`src/rtl/instr_prefetch_queue_pkg.sv`:
```
// pfq_pkg: shared types and default sizes for the instruction prefetch queue
package pfq_pkg;
    localparam int PFQ_DEPTH = 4;
    localparam int PFQ_AW = 7;
    localparam int PFQ_DW = 32;
    typedef enum logic [1:0] {IDLE, REQ, KILL} pfq_state_t;
    typedef struct packed {
        logic [PFQ_AW-1:0] pc;
        logic [PFQ_DW-1:0] instr;
    } pfq_entry_t;
endpackage

```
`src/rtl/instr_prefetch_queue_if.sv`:
```
// instr_prefetch_queue_if: memory fetch port, redirect input and IF-stage pop port
interface instr_prefetch_queue_if
    import pfq_pkg::*;
#(
    parameter int DEPTH = PFQ_DEPTH,
    parameter int AW = PFQ_AW,
    parameter int DW = PFQ_DW
);
    logic imem_req;
    logic [AW-1:0] imem_addr;
    logic imem_ack;
    logic [DW-1:0] imem_rdata;
    logic redirect;
    logic [AW-1:0] redirect_pc;
    logic instr_valid;
    logic [DW-1:0] instr;
    logic [AW-1:0] instr_pc;
    logic instr_ready;
    logic [$clog2(DEPTH):0] count;
    modport master (
        output imem_req, imem_addr, instr_valid, instr, instr_pc, count,
        input imem_ack, imem_rdata, redirect, redirect_pc, instr_ready
    );
    modport slave (
        input imem_req, imem_addr, instr_valid, instr, instr_pc, count,
        output imem_ack, imem_rdata, redirect, redirect_pc, instr_ready
    );
endinterface

```
`src/rtl/instr_prefetch_queue_fifo.sv`:
```
// pfq_fifo: entry storage with wrap-bit pointers, occupancy count and synchronous clear
module pfq_fifo
    import pfq_pkg::*;
#(
    parameter int DEPTH = PFQ_DEPTH,
    parameter int W = PFQ_AW + PFQ_DW
) (
    input  logic clk,
    input  logic rst,
    input  logic push,
    input  logic pop,
    input  logic clr,
    input  logic [W-1:0] wdata,
    output logic [W-1:0] rdata,
    output logic [$clog2(DEPTH):0] count,
    output logic empty
);
    localparam int PW = $clog2(DEPTH);
    logic [PW:0] wptr_q, wptr_d, rptr_q, rptr_d;
    logic [W-1:0] mem_q [DEPTH];
    logic [W-1:0] mem_d [DEPTH];
    assign rdata = mem_q[rptr_q[PW-1:0]];
    assign count = wptr_q - rptr_q;
    assign empty = wptr_q == rptr_q;
    // clear drops all entries but leaves storage intact so the stale head stays visible
    always_comb begin
        mem_d = mem_q;
        wptr_d = clr ? '0 : wptr_q + (PW+1)'(push);
        rptr_d = clr ? '0 : rptr_q + (PW+1)'(pop);
        if (push && !clr) mem_d[wptr_q[PW-1:0]] = wdata;
    end
    // storage and pointer registers
    always_ff @(posedge clk or negedge rst) begin
        if (!rst) begin
            mem_q <= '{default: '0};
            wptr_q <= '0;
            rptr_q <= '0;
        end else begin
            mem_q <= mem_d;
            wptr_q <= wptr_d;
            rptr_q <= rptr_d;
        end
    end
endmodule

```
`src/rtl/instr_prefetch_queue.sv`:
```
// instr_prefetch_queue: runs ahead of IF, fetching sequential words into a FIFO; redirect flushes.
// Optional macro PFQ_BYPASS_EN forwards an acked word straight to the IF stage when the queue is empty.
module instr_prefetch_queue
    import pfq_pkg::*;
#(
    parameter int DEPTH = PFQ_DEPTH,
    parameter int AW = PFQ_AW,
    parameter int DW = PFQ_DW
) (
    input logic clk,
    input logic rst,
    instr_prefetch_queue_if.master bus
);
    localparam int CW = $clog2(DEPTH) + 1;
    localparam logic [CW:0] DEPTH_C = (CW+1)'(DEPTH);
    pfq_state_t state_q, state_d;
    logic [AW-1:0] fetch_pc_q, fetch_pc_d, kill_addr_q, kill_addr_d, addr;
    logic push, pop, clr, empty, byp, ack_ok;
    logic [CW-1:0] cnt;
    logic [CW:0] cnt_next;
    logic [AW+DW-1:0] head;
    pfq_fifo #(.DEPTH(DEPTH), .W(AW+DW)) u_fifo (
        .clk(clk), .rst(rst), .push(push), .pop(pop), .clr(clr),
        .wdata({fetch_pc_q, bus.imem_rdata}), .rdata(head), .count(cnt), .empty(empty)
    );
    assign ack_ok = state_q == REQ && bus.imem_ack && !bus.redirect;
`ifdef PFQ_BYPASS_EN
    assign byp = empty && ack_ok;
`else
    assign byp = 1'b0;
`endif
    assign addr = state_q == KILL ? kill_addr_q : fetch_pc_q;
    assign bus.imem_req = state_q != IDLE;
    assign bus.imem_addr = addr;
    assign bus.count = cnt;
    assign bus.instr_valid = byp || (!empty && !bus.redirect);
    assign bus.instr = byp ? bus.imem_rdata : head[DW-1:0];
    assign bus.instr_pc = byp ? addr : head[AW+DW-1:DW];
    assign pop = bus.instr_valid && bus.instr_ready && !byp;
    assign push = ack_ok && !(byp && bus.instr_ready);
    assign cnt_next = {1'b0, cnt} + (CW+1)'(push) - (CW+1)'(pop);
    // fetch sequencing: only request with room left, and retire a killed request before refetching
    always_comb begin
        state_d = state_q;
        fetch_pc_d = fetch_pc_q;
        kill_addr_d = kill_addr_q;
        clr = 1'b0;
        case (state_q)
            IDLE: begin
                if (bus.redirect) begin
                    clr = 1'b1;
                    fetch_pc_d = bus.redirect_pc;
                    state_d = REQ;
                end else if (cnt_next < DEPTH_C) begin
                    state_d = REQ;
                end
            end
            REQ: begin
                if (bus.redirect) begin
                    clr = 1'b1;
                    fetch_pc_d = bus.redirect_pc;
                    if (!bus.imem_ack) begin
                        kill_addr_d = fetch_pc_q;
                        state_d = KILL;
                    end
                end else if (bus.imem_ack) begin
                    fetch_pc_d = fetch_pc_q + AW'(1);
                    state_d = cnt_next < DEPTH_C ? REQ : IDLE;
                end
            end
            KILL: begin
                if (bus.redirect) begin
                    clr = 1'b1;
                    fetch_pc_d = bus.redirect_pc;
                end
                if (bus.imem_ack) state_d = REQ;
            end
            default: state_d = IDLE;
        endcase
    end
    // FSM and address registers
    always_ff @(posedge clk or negedge rst) begin
        if (!rst) begin
            state_q <= IDLE;
            fetch_pc_q <= '0;
            kill_addr_q <= '0;
        end else begin
            state_q <= state_d;
            fetch_pc_q <= fetch_pc_d;
            kill_addr_q <= kill_addr_d;
        end
    end
endmodule
```
`src/flat_wrapper.sv`:
```
// flat-port wrapper written by rule: the top's interface ports become plain ports
module instr_prefetch_queue_flat import pfq_pkg::*;
#(
    parameter int DEPTH = PFQ_DEPTH,
    parameter int AW = PFQ_AW,
    parameter int DW = PFQ_DW
)
  (clk, rst, bus_imem_req, bus_imem_addr, bus_instr_valid, bus_instr, bus_instr_pc, bus_count, bus_imem_ack, bus_imem_rdata, bus_redirect, bus_redirect_pc, bus_instr_ready);
  instr_prefetch_queue_if #(.DEPTH(DEPTH), .AW(AW), .DW(DW)) bus_i ();
  input logic clk;
  input logic rst;
  output wire logic [$bits(bus_i.imem_req)-1:0] bus_imem_req;
  output wire logic [$bits(bus_i.imem_addr)-1:0] bus_imem_addr;
  output wire logic [$bits(bus_i.instr_valid)-1:0] bus_instr_valid;
  output wire logic [$bits(bus_i.instr)-1:0] bus_instr;
  output wire logic [$bits(bus_i.instr_pc)-1:0] bus_instr_pc;
  output wire logic [$bits(bus_i.count)-1:0] bus_count;
  input wire logic [$bits(bus_i.imem_ack)-1:0] bus_imem_ack;
  input wire logic [$bits(bus_i.imem_rdata)-1:0] bus_imem_rdata;
  input wire logic [$bits(bus_i.redirect)-1:0] bus_redirect;
  input wire logic [$bits(bus_i.redirect_pc)-1:0] bus_redirect_pc;
  input wire logic [$bits(bus_i.instr_ready)-1:0] bus_instr_ready;
  assign bus_imem_req = bus_i.imem_req;
  assign bus_imem_addr = bus_i.imem_addr;
  assign bus_instr_valid = bus_i.instr_valid;
  assign bus_instr = bus_i.instr;
  assign bus_instr_pc = bus_i.instr_pc;
  assign bus_count = bus_i.count;
  assign bus_i.imem_ack = bus_imem_ack;
  assign bus_i.imem_rdata = bus_imem_rdata;
  assign bus_i.redirect = bus_redirect;
  assign bus_i.redirect_pc = bus_redirect_pc;
  assign bus_i.instr_ready = bus_instr_ready;
  instr_prefetch_queue #(.DEPTH(DEPTH), .AW(AW), .DW(DW)) u_core (.clk(clk), .rst(rst), .bus(bus_i));
endmodule
```
`config.mk`:
```
export PLATFORM = sky130hd
export DESIGN_NAME = instr_prefetch_queue_flat
export DESIGN_NICKNAME = d
export VERILOG_FILES = /design/src/rtl/instr_prefetch_queue_pkg.sv /design/src/rtl/instr_prefetch_queue_if.sv /design/src/rtl/instr_prefetch_queue_fifo.sv /design/src/rtl/instr_prefetch_queue.sv /design/src/flat_wrapper.sv
export SDC_FILE = /design/constraint.sdc
export NUM_CORES = 1
export LEC_CHECK = 0
export CORE_MARGIN = 8
export CORE_UTILIZATION = 45
export CTS_CLUSTER_DIAMETER = 30
export CTS_CLUSTER_SIZE = 8
export DETAILED_ROUTE_END_ITERATION = 12
export PLACE_DENSITY_LB_ADDON = 0.12
export SLEW_MARGIN = 10
export SYNTH_ARGS = -nofsm -noshare
export SYNTH_HDL_FRONTEND = slang
export SYNTH_HIERARCHICAL = 1
export SYNTH_SLANG_ARGS = --single-unit
```
`constraint.sdc`:
```
create_clock -name clk -period 5.4 [get_ports clk]
set_clock_uncertainty 0.1 [all_clocks]
set_input_delay 0.54 -clock clk [delete_from_list [all_inputs] [get_ports clk]]
set_output_delay 0.54 -clock clk [all_outputs]
set_load 0.005 [all_outputs]
```
==> results.json, run 1 <==
{
  "cts_tree": "done",
  "outcome": "completed",
  "synth.top_cell.area_share_pct": 53.4,
  "cts_root_buf": "clkbuf_16",
  "synthArstFlopShare_pct": 100,
  "vias": 4748,
  "grt_pass1_wl_mm": 29.3,
  "rsz0062_at_grt": "false",
  "hp-class": "in -> async",
  "drc": 0,
  "synth_cell_types": 45,
  "synthAdderAreaFrac_pct": 1.74,
  "cp_max_fo": 23,
  "cts_hold_buf": 0,
  "worst_pin_slew_ns": 0.834,
  "hold_ws_ns": 0.0670,
  "gr-total-overflow": 0,
  "num_io_pins": 95,
  "yosysMostFrequentCell": "dfrtp_1",
  "synth-xor-area-share_pct": 0.420,
  "crit_path_end_kind": "primary output",
  "htree_num_levels": 4,
  "drt_wl_total_mm": 17.6,
  "cts_setup_buffers": 0,
  "ys_seq_area_share_pct": 53.4,
  "ys_ff_latch": 178,
  "synth_compound_gate_area_share_pct": 2.01,
  "synth-main-ff-cell": "dfrtp_1",
  "ant_nets": 0,
  "grt_usage_pct": 15.9,
  "crit_type": "reg -> out",
  "post-route-util_pct": 56.0,
  "syn_nets": 576,
  "rows": 49,
  "ys_warn_count": 6,
  "die_w_um": 152,
  "slew_headroom_pct": 44.4,
  "power_density_nw_per_um2": 494,
  "synth_area_leaders": "dfrtp_1 (53%), mux2_2 (16%), mux4_2 (11%), mux2_4 (5.4%), mux2_1 (3.6%)",
  "setup_viol": 0,
  "cts_buffer_depth": 2,
  "irDropWorstVdd_mv": 0.256,
  "place.gp.congestion": 0.779,
  "synth_area_per_cell_um2": 16.0,
  "synth-simple-area-share_pct": 3.78,
  "diodes": 0,
  "max_freq_mhz": 280,
  "hold_viol": 0,
  "dp_hpwl_mm": 11.0,
  "synth_commonest_cells": "dfrtp_1 (178), mux2_2 (115), mux4_2 (39), mux2_4 (30), mux2_1 (27)",
  "grt_max_degree": 87,
  "finalCritPeriodShare_pct": 66.2,
  "clkLatencyLatePin_ns": 0.43,
  "finalMaxSlewViolations": 0,
  "grt_pass1_vias": 5315,
  "core_um2": 18100,
  "synth_edf_count": 0,
  "cts.sinks": 178,
  "syn_area_um2": 8340,
  "drt_first_pass_iters": 4,
  "muxShareOfSynthArea_pct": 35.4,
  "p_leak_nw": 4.48,
  "ctsResizeCount": 0,
  "io_buffers": 94,
  "numCtsBuffers": 17,
  "dieArea_um2": 23100,
  "clk_transition_reported_paths_ns": 0.07,
  "syn_to_final_growth_pct": 21.4,
  "initialDrtViolationCount": 173,
  "critPathArrivalTime_ns": 2.93,
  "fin_crit_ns": 3.57,
  "fin_nets": 667,
  "max_cap_violations": 0,
  "synth_top_family_by_area": "multiplexers",
  "die_h_um": 152,
  "via_per_inst": 5.57,
  "wl_per_cell_um": 20.6,
  "start_util_pct": 46.1,
  "required_ns": 4.76,
  "drive_gt1_share_pct": 37.7,
  "setup_tns_ns": 0,
  "critPathLaunchType": "flop",
  "synth_top_cell_by_area": "dfrtp_1",
  "antenna_found_initial": 0,
  "postSynthCellCount": 521
}
## flip-flops by register name, indices dropped and copies added, names as in the netlist
register              flops
u_core/u_fifo/mem_q     156
u_core/fetch_pc_q         7
u_core/kill_addr_q        7
u_core/u_fifo/rptr_q      3
u_core/u_fifo/wptr_q      3
u_core/state_q            2
## power breakdown
group | leakage, nW | internal [mW] | switching [mW]
Sequential | 2.33 | 1.72 | 0.291
Clock | 0.347 | 0.974 | 0.514
Combinational | 1.80 | 1.00 | 0.501
## placed cells by master, fill, tap and decap left out, types with 2 or more instances in the layout
cell type        Yosys  layout
mux4_2              39      39
buf_4               10       8
nor3_1               5       5
nor2b_1              5       5
nand3_1              5       5
bufinv_16            0       8
clkbuf_16            0      17
mux2_2             115     115
mux2i_1              2       2
and4bb_4             2       2
a21oi_1              6       6
clkdlybuf4s50_1      0      93
o32ai_1              2       2
a311oi_1             4       4
dfrtp_1            178     176
ha_1                10      10
o21ai_0              4       4
inv_6                0       2
mux2_1              27      27
nor2_1              13      13
xnor2_1              3       3
inv_1               12      12
mux2_4              30      30
dfrtp_2              0       2
nand2_1              9       9
## worst paths after layout
kind | startpoint | end | slack (ns) | cells past startpoint
setup / recovery | u_core/u_fifo/rptr_q[0] | bus_instr_pc[6] | 1.83 | 3
min in group clk | u_core/u_fifo/mem_q[151] | u_core/u_fifo/mem_q[151] | 0.38 | 1
setup reg to reg | u_core/u_fifo/rptr_q[0] | u_core/state_q[0] | 2.38 | 9
max in group asynchronous | rst | u_core/u_fifo/mem_q[5] | 3.97 | 2
hold / removal | rst | u_core/u_fifo/mem_q[110] | 0.07 | 1
hold reg to reg | u_core/u_fifo/mem_q[151] | u_core/u_fifo/mem_q[151] | 0.38 | 1
## final cells by class
type,count,area (um^2)
Fill cell,1416,7970
Sequential cell,178,4460
Multi-Input combinational cell,301,3610
Timing Repair Buffer,102,1000
Clock buffer,18,439
Tap cell,229,287
Clock inverter,13,279
Inverter,12,45.0
## metal layers
| metal | up-vias | part of all wire [%] | track usage (%) |
|---|---|---|---|
| li1 | 2107 | - | - |
| met1 | 2550 | 46 | 20.6 |
| met2 | 79 | 49 | 26.1 |
| met3 | 12 | 3.6 | 3.91 |
| met4 | 0 | 1.1 | 4.57 |
| met5 | - | 0 | 0 |
## kinds of logic (layout without fill, tap and decap cells)
family,Yosys count,count (layout)
multiplexers,213,213
adder cells (fa/ha/maj),11,11
AND/OR/NAND/NOR,51,51
AO/OA/AOI/OAI,22,22
XOR/XNOR,4,4
buffers and inverters,42,145
flip-flops,178,178
## critical path: stages, from the launching register on
cell and delay, ns:
dfrtp_2 0.81, buf_4 0.57, mux4_2 0.63, clkdlybuf4s50_1 0.47
## stage by stage
stage | worst slack, ns | cell area [um^2] | power [mW] | cells
after floorplan | 2.78 | 8340 | 2.82 | 521
after global placement | 2.10 | 9400 | 3.50 | 822
after detailed placement | 2.01 | 9400 | 3.56 | 822
after CTS | 1.73 | 10100 | 5.07 | 853
after global routing | 1.61 | 10100 | 5.27 | 853
final | 1.83 | 10100 | 5.00 | 853
Power figures use the tool's default switching activity.
==> run 2, diff against run 1 <==
==> constraint.sdc (replaced) <==
create_clock -name clk -period 3.3 [get_ports clk]
set_clock_uncertainty 0.1 [all_clocks]
set_input_delay 0.33 -clock clk [delete_from_list [all_inputs] [get_ports clk]]
set_output_delay 0.33 -clock clk [all_outputs]
set_load 0.005 [all_outputs]
==> results.json, run 2 (same netlist as run 1, synthesis figures left out) <==
{
  "crit_type": "reg -> out",
  "fin_nets": 675,
  "hp-class": "in -> reg",
  "gr-usage-met1_pct": 19.0,
  "slew_headroom_pct": 44.7,
  "largestRegisters": "u_core/u_fifo/mem_q (156), u_core/fetch_pc_q (7), u_core/kill_addr_q (7)",
  "critPathSlowestCell": "clkdlybuf4s50_1",
  "cts.sinks": 178,
  "p_leak_nw": 4.47,
  "dp_hpwl_mm": 11.3,
  "drt_first_pass_iters": 6,
  "rsz0062_at_grt": "false",
  "cts_root_buf": "clkbuf_16",
  "via_per_inst": 5.43,
  "path_delay_family": "buffers and inverters",
  "vias": 4684,
  "syn_to_final_growth_pct": 21.1,
  "largest_reg_flops": 156,
  "drive_gt1_share_pct": 38.2,
  "outcome": "completed",
  "core_um2": 18100,
  "max_freq_mhz": 351,
  "cts_tree": "done",
  "htree_num_levels": 4,
  "cts_setup_buffers": 0,
  "finalMaxSlewViolations": 0,
  "hold_ws_ns": 0.377,
  "required_ns": 2.87,
  "use_met3_pct": 4.59,
  "io_buffers": 94,
  "gr-total-overflow": 0,
  "critPathLaunchType": "flop",
  "finalCritPeriodShare_pct": 86.4,
  "grt_pass1_wl_mm": 29.2,
  "clkLatencyLatePin_ns": 0.43,
  "layout_commonest_cell": "dfrtp_1",
  "drt_wl_total_mm": 17.4,
  "grt_pass1_vias": 5368,
  "hold_viol": 0,
  "critPathMaxStageDelay_ns": 0.57,
  "ctsResizeCount": 0,
  "diodes": 0,
  "final_cell_mix": "dfrtp_1 (176), mux2_2 (115), clkdlybuf4s50_1 (93), mux4_2 (39), mux2_4 (30)",
  "nFillCells": 1424,
  "fin_crit_ns": 2.85,
  "place.gp.congestion": 0.792,
  "setup_tns_ns": 0,
  "dieArea_um2": 23100,
  "p_total_mw": 7.73,
  "globalRouteMet2Util_pct": 27.0,
  "ant_nets": 0,
  "crit_buf_inv": 3,
  "grt_usage_pct": 15.8,
  "critPathArrivalTime_ns": 2.42,
  "wl_per_cell_um": 20.2,
  "die_h_um": 152,
  "largest_register": "u_core/u_fifo/mem_q",
  "max_cap_violations": 0,
  "setup_viol": 0,
  "antenna_found_initial": 0,
  "numCtsBuffers": 17,
  "grt_max_degree": 90,
  "path_cells": "inv_1, ha_1, inv_1, fa_1, xnor2_1, clkdlybuf4s50_1",
  "die_w_um": 152,
  "num_io_pins": 95,
  "cts_buffer_depth": 2,
  "initialDrtViolationCount": 266,
  "power_density_nw_per_um2": 766,
  "drc": 0,
  "crit_top_cell": "inv_1",
  "top_usage_layer": "met2",
  "cts_hold_buf": 1,
  "post-route-util_pct": 55.8,
  "start_util_pct": 46.1,
  "rows": 49,
  "crit_path_end_kind": "primary output",
  "cp_max_fo": 6,
  "clk_transition_reported_paths_ns": 0.07,
  "worst_pin_slew_ns": 0.830,
  "irDropWorstVdd_mv": 0.505
}
==> run 2: cell count changes in the layout (fill, tap and decap cells not counted), sizes merged <==
cell | previous run | this run
inv | 14 | 16
clkinv | 2 | 6
bufinv | 8 | 1
buf | 9 | 16
clkbuf | 18 | 20
dlygate4sd3 | 0 | 1
==> run 2: final timing paths <==
path | startpoint | endpoint | slack, ns | cells past startpoint
max | u_core/u_fifo/wptr_q[0] | bus_count[2] | 0.45 | 6
min | bus_redirect_pc[0] | u_core/fetch_pc_q[0] | 0.38 | 3
max reg2reg | u_core/u_fifo/wptr_q[0] | u_core/state_q[0] | 0.70 | 10
min reg2reg | u_core/u_fifo/mem_q[152] | u_core/u_fifo/mem_q[152] | 0.39 | 1
max in group asynchronous | rst | u_core/u_fifo/mem_q[2] | 1.69 | 3
min in group asynchronous | rst | u_core/u_fifo/mem_q[149] | 0.43 | 2
==> run 2: tightest hold or removal path, stage by stage <==
cell and delay [ns]:
clkdlybuf4s50_1 0.41, nand3_1 0.08, nand2_1 0.05
==> run 2: through the flow <==
stage | instances | area (um^2) | setup slack, ns
global route | 862 | 10100 | 0.306
CTS | 862 | 10100 | 0.398
finish | 862 | 10100 | 0.449
floorplan | 521 | 8340 | 0.678
global placement | 829 | 9500 | 0.667
detailed placement | 829 | 9500 | 0.602
==> run 2: cell type report <==
type / count / area [um^2] / area share (%)
Clock inverter: 12 / 124 / 1.23
Timing Repair Buffer: 110 / 1110 / 11.0
Multi-Input combinational cell: 301 / 3610 / 35.8
Sequential cell: 178 / 4460 / 44.1
Inverter: 12 / 45.0 / 0.446
Tap cell: 229 / 287 / 2.84
Clock buffer: 20 / 457 / 4.52
==> run 2: power breakdown <==
group          switching [mW]  internal, mW
Sequential              0.455          2.82
Clock                   0.864          1.10
Combinational           0.844          1.65
==> run 2: per-layer routing <==
| metal | vias up | wire [um] |
|---|---|---|
| met5 | - | 0 |
| met4 | 0 | 170 |
| met3 | 12 | 717 |
| met2 | 69 | 8830 |
| met1 | 2473 | 7720 |
| li1 | 2130 | - |
==> run 3, diff against run 2 <==
--- a/config.mk
+++ b/config.mk
@@ -10,6 +10,7 @@
 export CTS_CLUSTER_DIAMETER = 30
 export CTS_CLUSTER_SIZE = 8
 export DETAILED_ROUTE_END_ITERATION = 12
+export HOLD_SLACK_MARGIN = 0.12
 export PLACE_DENSITY_LB_ADDON = 0.12
 export SLEW_MARGIN = 10
 export SYNTH_ARGS = -nofsm -noshare
==> results of run 3 <==
Same layout as run 2: the final DEF is identical, and so are final timing and power.
